--- config.mk ---
export PLATFORM = sky130hd
export DESIGN_NAME = cvxif_issuer
export DESIGN_NICKNAME = d
export VERILOG_FILES = /design/src/rtl/cvxif_issuer.sv
export SDC_FILE = /design/constraint.sdc
export NUM_CORES = 1
export LEC_CHECK = 0
export BUFFER_PORTS_ARGS = -buffer_cell sky130_fd_sc_hd__buf_2
export CAP_MARGIN = 20
export CORE_MARGIN = 2
export CORE_UTILIZATION = 42
export DETAILED_ROUTE_END_ITERATION = 7
export GPL_ROUTABILITY_DRIVEN = 0
export PLACE_DENSITY_LB_ADDON = 0.3
export SYNTH_ARGS = -nofsm -noshare
export SYNTH_HDL_FRONTEND = slang
export SYNTH_SLANG_ARGS = --single-unit
--- constraint.sdc ---
create_clock -name clk -period 3.8 [get_ports clk]
set_input_delay 0.19 -clock clk [delete_from_list [all_inputs] [get_ports clk]]
set_output_delay 0.19 -clock clk [all_outputs]
set_load 0.1 [all_outputs]
--- src/rtl/cvxif_issuer.sv ---
// Issues one offloaded instruction at a time to a CV-X-IF style coprocessor
// and returns a single completion record (accept/writeback/timeout) to the core.
module cvxif_issuer #(
   parameter int unsigned TIMEOUT_CYCLES = 255
) (
   input  logic        clk,
   input  logic        rst,
   input  logic        core_req_valid,
   output logic        core_req_ready,
   input  logic [31:0] core_req_instr,
   input  logic [31:0] core_req_rs0,
   input  logic [31:0] core_req_rs1,
   output logic        core_resp_valid,
   input  logic        core_resp_ready,
   output logic        core_resp_accept,
   output logic        core_resp_we,
   output logic        core_resp_timeout,
   output logic [4:0]  core_resp_rd,
   output logic [31:0] core_resp_data,
   output logic        issue_valid,
   input  logic        issue_ready,
   output logic [31:0] issue_req_instr,
   input  logic        issue_resp_accept,
   input  logic        issue_resp_writeback,
   input  logic [1:0]  issue_resp_register_read,
   output logic        register_valid,
   input  logic        register_ready,
   output logic [31:0] register_rs0,
   output logic [31:0] register_rs1,
   output logic [1:0]  register_rs_valid,
   input  logic        result_valid,
   output logic        result_ready,
   input  logic [31:0] result_data
);

   typedef enum logic [2:0] {IDLE, ISSUE, REG, RESULT, DONE} state_t;

   // Counter value seen on the last permitted wait cycle of a phase.
   localparam logic [7:0] LAST_WAIT = 8'(TIMEOUT_CYCLES - 1);

   state_t      state_q, state_d;
   logic [7:0]  wait_cnt_q;
   logic        accept_q, we_q, timeout_q, wb_q;
   logic [31:0] instr_q, rs0_q, rs1_q, data_q;
   logic [1:0]  rr_q;

   logic core_hs, issue_hs, reg_hs, res_hs, in_phase, phase_hs, expired;

   assign core_hs  = core_req_valid && (state_q == IDLE);
   assign issue_hs = issue_ready && (state_q == ISSUE);
   assign reg_hs   = register_ready && (state_q == REG);
   assign res_hs   = result_valid && (state_q == RESULT);
   assign in_phase = (state_q == ISSUE) || (state_q == REG) || (state_q == RESULT);
   assign phase_hs = issue_hs || reg_hs || res_hs;
   assign expired  = in_phase && !phase_hs && (wait_cnt_q == LAST_WAIT);

   always_comb begin
      state_d = state_q;
      unique case (state_q)
         IDLE:    if (core_req_valid) state_d = ISSUE;
         ISSUE: begin
            if (issue_ready) begin
               if (!issue_resp_accept)                  state_d = DONE;
               else if (issue_resp_register_read != '0) state_d = REG;
               else if (issue_resp_writeback)           state_d = RESULT;
               else                                     state_d = DONE;
            end else if (expired) begin
               state_d = DONE;
            end
         end
         REG: begin
            if (register_ready) state_d = wb_q ? RESULT : DONE;
            else if (expired)   state_d = DONE;
         end
         RESULT:  if (result_valid || expired) state_d = DONE;
         DONE:    if (core_resp_ready) state_d = IDLE;
         default: state_d = IDLE;
      endcase
   end

   always_ff @(posedge clk or negedge rst) begin
      if (!rst) begin
         state_q    <= IDLE;
         wait_cnt_q <= '0;
         accept_q   <= 1'b0;
         we_q       <= 1'b0;
         timeout_q  <= 1'b0;
         wb_q       <= 1'b0;
      end else begin
         state_q <= state_d;
         if (state_d != state_q) wait_cnt_q <= '0;
         else if (in_phase)      wait_cnt_q <= wait_cnt_q + 8'd1;

         if (core_hs) begin
            accept_q  <= 1'b0;
            we_q      <= 1'b0;
            timeout_q <= 1'b0;
         end
         if (issue_hs) begin
            accept_q <= issue_resp_accept;
            wb_q     <= issue_resp_writeback;
         end
         if (res_hs) we_q <= 1'b1;
         // An abandoned phase reports neither acceptance nor a writeback.
         if (expired) begin
            timeout_q <= 1'b1;
            accept_q  <= 1'b0;
            we_q      <= 1'b0;
         end
      end
   end

   // Payload registers carry no reset; every output view of them is gated by state.
   always_ff @(posedge clk) begin
      if (core_hs) begin
         instr_q <= core_req_instr;
         rs0_q   <= core_req_rs0;
         rs1_q   <= core_req_rs1;
         data_q  <= '0;
      end
      if (issue_hs) rr_q <= issue_resp_register_read;
      if (res_hs)   data_q <= result_data;
   end

   assign core_req_ready    = (state_q == IDLE) && rst;
   assign issue_valid       = (state_q == ISSUE);
   assign issue_req_instr   = issue_valid ? instr_q : '0;
   assign register_valid    = (state_q == REG);
   assign register_rs0      = register_valid ? rs0_q : '0;
   assign register_rs1      = register_valid ? rs1_q : '0;
   assign register_rs_valid = register_valid ? rr_q : '0;
   assign result_ready      = (state_q == RESULT);
   assign core_resp_valid   = (state_q == DONE);
   assign core_resp_accept  = core_resp_valid && accept_q;
   assign core_resp_we      = core_resp_valid && we_q;
   assign core_resp_timeout = core_resp_valid && timeout_q;
   assign core_resp_rd      = core_resp_valid ? instr_q[11:7] : '0;
   assign core_resp_data    = core_resp_valid ? data_q : '0;

endmodule
# Word-level counts from Yosys, hierarchy flattened
# Index checks and enable logic that the tools add are counted.
# totals
ff_bits	145
latch_bits	0
ramBits	0
rom_bits	0
in_bits	139
out_inout_bits	143
word_cells	68
n_memories	0
# op_classes
add_sub_neg	1
multipliers	0
div_mod_pow	0
magnitude_cmp	0
eq_ne	6
shifts	0
mux	27
bitwise_logic	0
reduce_logical	23
# ops
operator	count
$mux 32	6
$mux 3	10
$mux 8	2
$pmux 3 s5	1
$logic_and 1x1->1	10
$add 8x1->8 const B	1
$eq 8x8->1 const B	1
$reduce_bool 2->1	4
$eq 3x2->1 const B	2
$mux 1	6
$reduce_bool 3->1	2
$logic_or 1x1->1	5
$mux 5	1
$eq 3x1->1 const B	1
$eq 3x3->1 const B	1
$logic_not 3->1	1
$ne 3x3->1	1
$mux 2	1
$logic_not 1->1	1

# Depth between registers and ports, before layout
# depth
depth_word	12
ltp_mapped	7
depth_no_buf	7

# Worst setup path after synthesis
# OpenSTA, ideal clock, no wires.
# synth_timing
path_type	flip-flop to flip-flop
from	register state_q[1]
to	register data_q[0], enable pin
t_arrival_ps	3579
path_slack_ps	-154
stages_incl_launch_ff	7
path_buffers	2
cell_sequence	dfrtp_1 > buf_6 > buf_2 > nor3_1 > nand2_1 > inv_1 > or2_2
# synth_between
elab_chain_cells	3
word_cells_on_any_way	5
classes_between	1 x eq/ne; 4 x reduce/logical
# synth_rtl
element	line	source
from (decl)	41	state_t state_q, state_d;
from (signal assigned)	90	state_q <= state_d;
$logic_not 3->1	49	assign core_hs = core_req_valid && (state_q == IDLE);
$logic_and 1x1->1	49	
net core_hs	47	logic core_hs, issue_hs, reg_hs, res_hs, in_phase, phase_hs, expired;
$reduce_bool 2->1 (no source line)	-	
to (signal assigned)	122	if (res_hs) data_q <= result_data;
to (decl)	44	logic [31:0] instr_q, rs0_q, rs1_q, data_q;
# The timed path passes the listed nets, and every way through them passes these cells.
# A chain may end at the register's enable or synchronous reset.

# Final worst setup path
# layout_timing
from	register state_q[2]
to	output port register_rs0[8]
# layout_between
elab_chain_cells	2
# layout_rtl
element	line	source
$eq 3x2->1	128	assign register_valid = (state_q == REG);
$mux 32	129	assign register_rs0 = register_valid ? rs0_q : '0;
to (decl)	28	output logic [31:0] register_rs0,
# No other way between the ends.

==> flow_metrics.py <==
metrics = {
    "sta": {
        "slew_violations": 0,
        "post-route-min-period_ns": 2.87,
        "max_slew_margin_pct": 36.9,
        "tns_ns": 0,
        "finalHoldViolCount": 0,
        "tightest_slew_ns": 0.946,
        "holdWs_ns": 0.0488,
        "rsz0062_at_grt": "false",
        "max_freq_ghz": 0.348,
        "period_share_pct": 75.5,
        "finClkSkew_ns": 0.00415,
        "setup_viol": 0,
    },
    "final_layout": {
        "syn_to_final_growth_pct": 51.5,
        "final_cell_mix": "281 x buf_2, 132 x and2_1, 130 x edfxtp_1, 99 x dlygate4sd3_1, 41 x and3_1",
        "final_common_cell": "buf_2",
        "fin_nets": 951,
        "layout-drive-gt1-share_pct": 40.0,
        "antenna_cells": 0,
        "instances_no_fill": 999,
    },
    "global_routing": {
        "grt_pass1_vias": 4899,
        "overflow": 0,
        "grt_pass1_wl_mm": 24.2,
        "antenna_found_initial": 0,
        "groute.usage.overall_pct": 21.0,
        "grt_max_degree": 97,
    },
    "clock_tree": {
        "clock_latency_ns": 0.41,
        "cts.repair.resized": 0,
        "clockBufferDepth": 2,
        "cts_tree": "yes",
        "clk_pin_slew_ns": 0.06,
        "cts_hold_buf": 99,
        "postCtsSetupBuffers": 0,
        "cts_sinks": 145,
        "htree_levels": 4,
        "cts_root_buf": "clkbuf_16",
        "cts_made_buffers": 17,
    },
    "power_and_ir_drop": {
        "irDropWorstVdd_mv": 0.586,
        "switching_share_pct": 49.3,
        "p_comb_share_pct": 47.9,
        "sequentialPowerShare_pct": 30.9,
        "leakage_nw": 4.29,
        "p_sw_mw": 3.74,
        "power_mw": 7.59,
        "p_per_area_mw_per_mm2": 825,
        "internal_power_mw": 3.84,
        "clockPowerShare_pct": 21.2,
    },
    "hold_path": {
        "min_to": "data_q[28]$_SDFFCE_PN0P_",
        "hold_class": "input pin to flip-flop",
        "holdPathStages": 2,
        "hp-start": "result_data[28]",
    },
    "place": {
        "dp_cells": 872,
        "dpl.hpwl_mm": 10.6,
        "numPortBuffers": 281,
    },
    "critical_path": {
        "arrival_ns": 2.68,
        "r2r_start": "state_q[1]$_DFF_PN0_",
        "reg2reg_depth": 3,
        "crit_chain": "buf_4 > inv_1 > nand2_1 > nor2_4 > buf_4 > and2_1 > buf_2",
        "r2r_slack_ns": 0.94,
        "required_ns": 3.61,
        "path_max_fanout": 67,
        "critPathBufInv": 4,
        "end_kind": "output port",
        "timing.rr.end": "data_q[3]$_SDFFCE_PN0P_",
        "setup.worst_path.start_class": "flip-flop",
        "path_common_cell": "buf_4",
        "crit_family": "buffers and inverters",
        "cpPeakStageDelay_ns": 0.44,
        "crit_type": "flip-flop to output port",
        "slowest_stage": "buf_2",
    },
    "synthesis": {
        "yosysWarnings": 0,
        "syn-cell-area_mm2": 0.00607,
        "yosys.area.top_type": "edfxtp_1",
        "synthCells": 433,
        "ys_seq_area_share_pct": 70.5,
        "synth_cell_types": 41,
        "synthTopCellsByArea": "edfxtp_1 64%, and2_1 14%, dfrtp_1 6.2%",
        "synthDominantCellAreaShare_pct": 64.3,
        "synth-seq-cells": 145,
        "syn_nets": 574,
        "syn_avg_cell_area_um2": 14.0,
    },
    "die": {
        "floorplan.rows": 43,
        "dieArea_mm2": 0.0154,
        "initial_core_util_pct": 43.4,
        "die_h_um": 124,
        "core_area_mm2": 0.0140,
        "fp.dieW_um": 124,
        "pin_count": 282,
    },
    "run": {
        "max-cap-violations": 0,
    },
    "drt": {
        "routed_wl_mm": 16.8,
        "via_count": 4889,
        "drc": 0,
        "drtIter0Drc": 273,
        "postRouteAntennaNets": 0,
        "firstDrtPassIters": 5,
        "vias_per_cell": 4.89,
        "routedWlPerCell_um": 16.8,
    },
    "run_status": {
        "status": "complete, no violations",
    },
}
-- registers in the layout (all words and copies together), names as in the netlist, 2 cells and up --
signal,count
wait_cnt_q,8
instr_q,32
rr_q,2
state_q,3
rs1_q,32
rs0_q,32
data_q,32
-- final cells by class --
type                    count  area (um^2)
repair buffers            385         2450
clock inverters             7          114
fillers                  1010         4790
well taps                 180          225
multi-input cells         254         1660
clock buffers              21          440
inverters                   7         30.0
flip-flops and latches    145         4280
-- worst reg2reg max path, stage by stage (launching register included) --
cell and delay (ns):
dfrtp_1 0.70, nor2b_1 0.22, and3_1 0.80, or2_2 0.76
-- Yosys cell counts --
master,number
nand4b_1,1
nand3_1,4
nor3_1,10
a31oi_1,2
o21ba_2,1
nor2b_1,2
nor2_1,9
and4bb_2,1
o21ai_0,2
o21bai_4,1
a31o_2,3
and3_1,41
a211o_1,1
nand3_2,1
nand4_1,2
buf_6,1
a211oi_4,1
dfrtp_1,15
o31ai_1,2
o2111ai_1,1
nand2_1,12
buf_2,4
nor4_1,2
a21oi_1,3
clkbuf_1,22
ha_1,2
or3_1,1
or2_2,1
and2_1,132
xor2_1,3
o21a_1,1
edfxtp_1,130
mux2_2,1
xnor2_1,4
nand2b_1,1
nor4_4,1
inv_1,7
a211oi_2,2
o22ai_2,1
nor3b_2,1
a21o_1,1
-- stage by stage --
stage	setup WS (ns)	area, um^2	util [%]
final	0.929	9190	65.7
after CTS	0.934	9190	65.7
after global placement	1.08	7650	54.7
after detailed placement	0.942	7650	54.7
after floorplan	0.405	6070	-
after global routing	0.681	9190	65.7
-- how the worst max path moves through the flow --
stage | end | cells past startpoint | from
global route | data_q[24]$_SDFFCE_PN0P_ | 3 | state_q[1]$_DFF_PN0_
finish | register_rs0[8] | 7 | state_q[2]$_DFF_PN0_
floorplan | data_q[0]$_SDFFCE_PN0P_ | 6 | state_q[0]$_DFF_PN0_
global placement | data_q[14]$_SDFFCE_PN0P_ | 3 | state_q[1]$_DFF_PN0_
detailed placement | data_q[16]$_SDFFCE_PN0P_ | 3 | state_q[1]$_DFF_PN0_
CTS | data_q[10]$_SDFFCE_PN0P_ | 3 | state_q[1]$_DFF_PN0_
-- layer usage --
metal	vias to the layer above	part of all wire, %	global-route usage, %
met4	0	1.8	7.94
met5	-	0	0
met1	2363	36	22.4
li1	2277	-	-
met2	221	54	38.3
met3	28	8.0	7.14
-- cell families (layout without fill, tap and decap cells) --
group                      after synthesis  in the layout  share of synthesized area, %
AOI/OAI and AO/OA                       22             22                          3.26
xor gates and xnor gates                 7              7                          1.01
adders and majority gates                2              2                         0.412
buffers and inverters                   34            420                          2.31
DFF                                    145            145                          70.5
muxes                                    1              1                         0.186
and+or+nand+nor                        222            222                          22.3
-- power groups by stage --
stage / Combinational (mW) / Sequential [mW] / Clock, mW
final: 3.63 / 2.35 / 1.61
after global routing: 3.78 / 2.38 / 1.70
after CTS: 3.63 / 2.34 / 1.64
after detailed placement: 3.53 / 2.37 / 0
after global placement: 3.51 / 2.35 / 0
after floorplan: 3.00 / 2.30 / 0
No activity file was read; power rests on OpenSTA's default activity.
